--- src/rtl/led_sequencer.sv ---
// 10-LED bar arbiter: live stage thermometer, level-up chase and game-over blink,
// sequenced by a four-state FSM and a shared animation tick timer.
module led_sequencer #(
    parameter int TICK_DIV  = 5_000_000,
    parameter int CHASE_LEN = 10
) (
    input  logic        clk,
    input  logic        resetN,
    input  logic [31:0] stage,
    input  logic        stage_up,
    input  logic        start,
    input  logic        game_over,
    output logic [9:0]  leds,
    output logic        busy,
    output logic [1:0]  mode
);
    localparam int CW = (TICK_DIV > 1) ? $clog2(TICK_DIV) : 1;

    localparam logic [1:0] S_IDLE  = 2'b00;
    localparam logic [1:0] S_BAR   = 2'b01;
    localparam logic [1:0] S_CHASE = 2'b10;
    localparam logic [1:0] S_OVER  = 2'b11;

    logic [1:0]    state_q, state_d;
    logic [CW-1:0] cnt_q, cnt_d;
    logic [3:0]    pos_q, pos_d;
    logic          blink_q, blink_d;
    logic [9:0]    leds_q, leds_d;

    logic          counting, tick, last_pos, entry, restart;
    logic [3:0]    sh;
    logic [9:0]    bar;

    assign counting = (state_q == S_CHASE) || (state_q == S_OVER);
    assign tick     = counting && (cnt_q == CW'(TICK_DIV - 1));
    assign last_pos = (pos_q == 4'(CHASE_LEN - 1));

    // Priority: game_over, then start, then stage_up, then chase completion.
    always_comb begin
        state_d = state_q;
        restart = 1'b0;
        if (game_over) begin
            if (state_q != S_OVER) state_d = S_OVER;
        end else if (state_q == S_OVER) begin
            state_d = S_IDLE;
        end else if (start) begin
            state_d = S_BAR;
        end else if (stage_up && state_q == S_BAR) begin
            state_d = S_CHASE;
        end else if (stage_up && state_q == S_CHASE) begin
            restart = 1'b1;
        end else if (state_q == S_CHASE && tick && last_pos) begin
            state_d = S_BAR;
        end
    end

    assign entry = (state_d != state_q);

    always_comb begin
        cnt_d   = '0;
        pos_d   = pos_q;
        blink_d = blink_q;
        if (entry || restart) begin
            pos_d   = '0;
            blink_d = 1'b1;
        end else begin
            if (counting && !tick) cnt_d = cnt_q + 1'b1;
            if (tick && state_q == S_CHASE) pos_d = pos_q + 4'd1;
            if (tick && state_q == S_OVER) blink_d = ~blink_q;
        end
    end

    // Thermometer: min(stage,9)+1 low bits set.
    assign sh  = 4'd9 - stage[3:0];
    assign bar = (stage > 32'd9) ? 10'h3FF : (10'h3FF >> sh);

    always_comb begin
        leds_d = 10'h3FF;
        case (state_q)
            S_IDLE:  leds_d = 10'h3FF;
            S_BAR:   leds_d = bar;
            S_CHASE: leds_d = 10'd1 << pos_q;
            S_OVER:  leds_d = {10{blink_q}};
            default: leds_d = 10'h3FF;
        endcase
    end

    always_ff @(posedge clk or negedge resetN) begin
        if (!resetN) begin
            state_q <= S_IDLE;
            cnt_q   <= '0;
            pos_q   <= '0;
            blink_q <= 1'b1;
            leds_q  <= 10'h3FF;
        end else begin
            state_q <= state_d;
            cnt_q   <= cnt_d;
            pos_q   <= pos_d;
            blink_q <= blink_d;
            leds_q  <= leds_d;
        end
    end

    assign leds = leds_q;
    assign mode = state_q;
    assign busy = (state_q == S_CHASE);
endmodule

--- config.mk ---
export PLATFORM = sky130hd
export DESIGN_NAME = led_sequencer
export DESIGN_NICKNAME = d
export VERILOG_FILES = /design/src/rtl/led_sequencer.sv
export SDC_FILE = /design/constraint.sdc
export NUM_CORES = 1
export LEC_CHECK = 0
export CAP_MARGIN = 20
export CORE_MARGIN = 1.5
export CORE_UTILIZATION = 45
export CTS_CLUSTER_DIAMETER = 40
export DETAILED_ROUTE_END_ITERATION = 10
export PLACE_DENSITY = 0.74
export SLEW_MARGIN = 20
export SYNTH_ARGS = -nofsm -noshare
export SYNTH_HDL_FRONTEND = slang
export SYNTH_SLANG_ARGS = --single-unit
--- constraint.sdc ---
create_clock -name clk -period 1.6 [get_ports clk]
set_clock_uncertainty 0.1 [all_clocks]
set_input_delay 0.32 -clock clk [delete_from_list [all_inputs] [get_ports clk]]
set_output_delay 0.32 -clock clk [all_outputs]
set_load 0.05 [all_outputs]
==> metrics <==
xor/xnor share of the synthesized area=0.0442; fmax=545 MHz; Cell Area, Synth=2380 sq um; post-route cell area=3970 sq um; Max-slew headroom=0.721; PortBufs=between 40 and 50; cell count after placement=417; share of layout cells above drive strength 1=0.446; vias=2513; crit start category=flip-flop; Worst EP required=1730 ps; Commonest cells post-synth=dfrtp_1 (29), nand2_1 (22), a21oi_1 (15), nor2_1 (15), nand3_1 (14); Max Cap Violations=0; Mapped Nets=290; num ports=50; largest area contributor in the netlist=dfrtp_1; min Tclk post-route=about 1800 ps; critical path endpoint category=flip-flop; WL/cell=roughly 18 um; crit path max fanout=5; chip width=75.7 um; simple-gate share of the synthesized area=0.281; CTS tree=built; Initial Utilization=0.465; EDFF count, synth=0; largest family of logic cells by synthesized area=simple AND/OR/NAND/NOR gates; worst-skew pair later-pin latency=roughly 300 ps; FP Rows=26; Setup CP Type=reg2reg; core footprint=5110 sq um; slew at the pin closest to its max-slew limit=~420 ps; Syn Area/Cell=9.78 sq um; first-pass GRT wire length=roughly 11000 um; DRC Markers=0; Final Core Density=0.778; CTS Buf Count=5; mux contribution to synthesized area=0; Fin. Hold Viols=0; initial antenna violation count=0; nets@finish=409; Sink Count=40; Final Cycle Share=1.15; outcome=complete, but fails checks; full die area=5730 sq um; antenna cells=0; total track usage=0.261; yosys warns=0; Post-Synth Adder-Cell Area=0.0527; HP Class=reg2reg; area post-placement=~3600 sq um; Final WS setup=-234 ps; top cell type's share of synthesized area=0.305; synthesized flop and latch total=40; top_reg_cell synth=dfrtp_1; via-per-instance ratio=5.80; failing checks=setup timing; Chip Height=75.7 um; Root Driver=clkbuf_8; # H-tree levels=2; count leader, synth=dfrtp_1; top post-synthesis cells by area=dfrtp_1 (31%), dfstp_2 (12%), ha_1 (5.3%), xor2_1 (3.7%), nand2_1 (3.5%); worst hold margin=363 ps; area delta synth->final=67.1%; Post-DRT Antenna Nets=0; Initial DRC Count=174; PwrDens=about 630 nW/um^2; Routed WL=between 7000 and 8000 um; ys async rst share=1.00; Final Setup Violations=36; Worst EP arrival=1960 ps; TritonRoute pass-1 iters=4; Post-Synthesis Cells=243; Layout Cells excl Fill=433; compound-cell area share of the yosys netlist=0.158; largest net degree at the start of global routing=26; fin. max-slew vios=0; Yosys cell types=50; Worst-path clk slew=around 80 ps; Remaining Overflow, GRT=0; number of global-route vias before repair=2329; Placer Congestion=0.894; sequential area share after synthesis=0.427; post-DP HPWL=5360 um; VDD IR max=0.805 mV; Pleak=0.00170 uW; Final Power=2500 uW; RSZ-0062 raised after global routing=true; CTS max path bufs=2
==> metal layers <==
metal  track usage  share of wire
met4        0.0635          0.023
met5             0              0
met2         0.472           0.54
met1         0.318           0.40
met3        0.0516          0.040
==> final cells by class <==
cell class                 count  area, sq um
multi-input combinational    185         1550
timing repair buffer         121         1180
fill                         317         1140
sequential                    40         1020
tap                           70         87.6
clock buffer                   6         82.6
inverter                       9         37.5
clock inverter                 2         15.0
==> critical path: stages, from the launching register on <==
cell and delay (ps):
dfrtp_1 410, nor4b_4 300, nand4_2 200, buf_4 210, or3_1 310, a32o_1 230
==> cells in the final DEF, fill, tap and decap left out, types with 4 or more instances in the layout <==
cell,instances
nand4_1,9
nand2_1,15
o21ai_0,7
nand2_2,7
buf_6,6
buf_12,15
a21oi_1,12
inv_1,8
dlygate4sd2_1,12
ha_1,9
clkdlybuf4s50_1,7
nor4_2,4
dlymetal6s2s_1,5
or3_1,5
clkbuf_8,6
or4_4,5
o31ai_1,9
clkbuf_2,4
dfstp_2,11
dfrtp_1,27
nand3_1,13
a22oi_2,4
buf_4,63
clkdlybuf4s15_1,7
xor2_1,10
or4_1,6
nor2_1,15
==> path summary, 6_finish.rpt <==
kind	start	end	slack, ps	depth (start not counted)
worst max-delay path	cnt_q[7]	blink_q	-230	5
worst min-delay path	cnt_q[0]	cnt_q[0]	360	1
worst max register to register	cnt_q[7]	blink_q	-230	5
worst min register to register	cnt_q[0]	cnt_q[0]	360	1
max in group asynchronous	resetN	leds[9]	480	3
min in group asynchronous	resetN	cnt_q[4]	380	2
==> power by group <==
part	internal (uW)	leakage (uW)	switching (uW)
registers	1060	0.000513	32.0
clock network	349	0.0000434	386
logic	335	0.00115	342
==> logic make-up (layout without fill, tap and decap cells) <==
family / after synthesis / after routing
adders and majority gates: 10 / 10
and+or+nand+nor: 111 / 111
AOI/OAI and AO/OA: 52 / 52
xor gates and xnor gates: 12 / 12
buffers and inverters: 18 / 138
DFF: 40 / 40
==> through the flow <==
stage                     setup TNS (ps)  worst slack [ps]
after floorplan                     -959              -174
after global placement            -14210              -466
after detailed placement          -16020              -563
after CTS                          -5240              -210
after global routing               -8730              -300
final                              -6070              -234
==> state kept, by name (all words and copies together), names as in the netlist <==
name     cells
leds        10
pos_q        4
cnt_q       23
mode         2
blink_q      1
==> what timing repair did <==
action	in CTS	in global routing
gates resized for setup	40	52
buffers inserted	4	2
pin swaps	15	13
cloned	1	0
endpoints found under the hold margin	14	0
hold buffers	1	0
endpoints found under the setup margin	41	43
(Power assumes the default switching activity.)
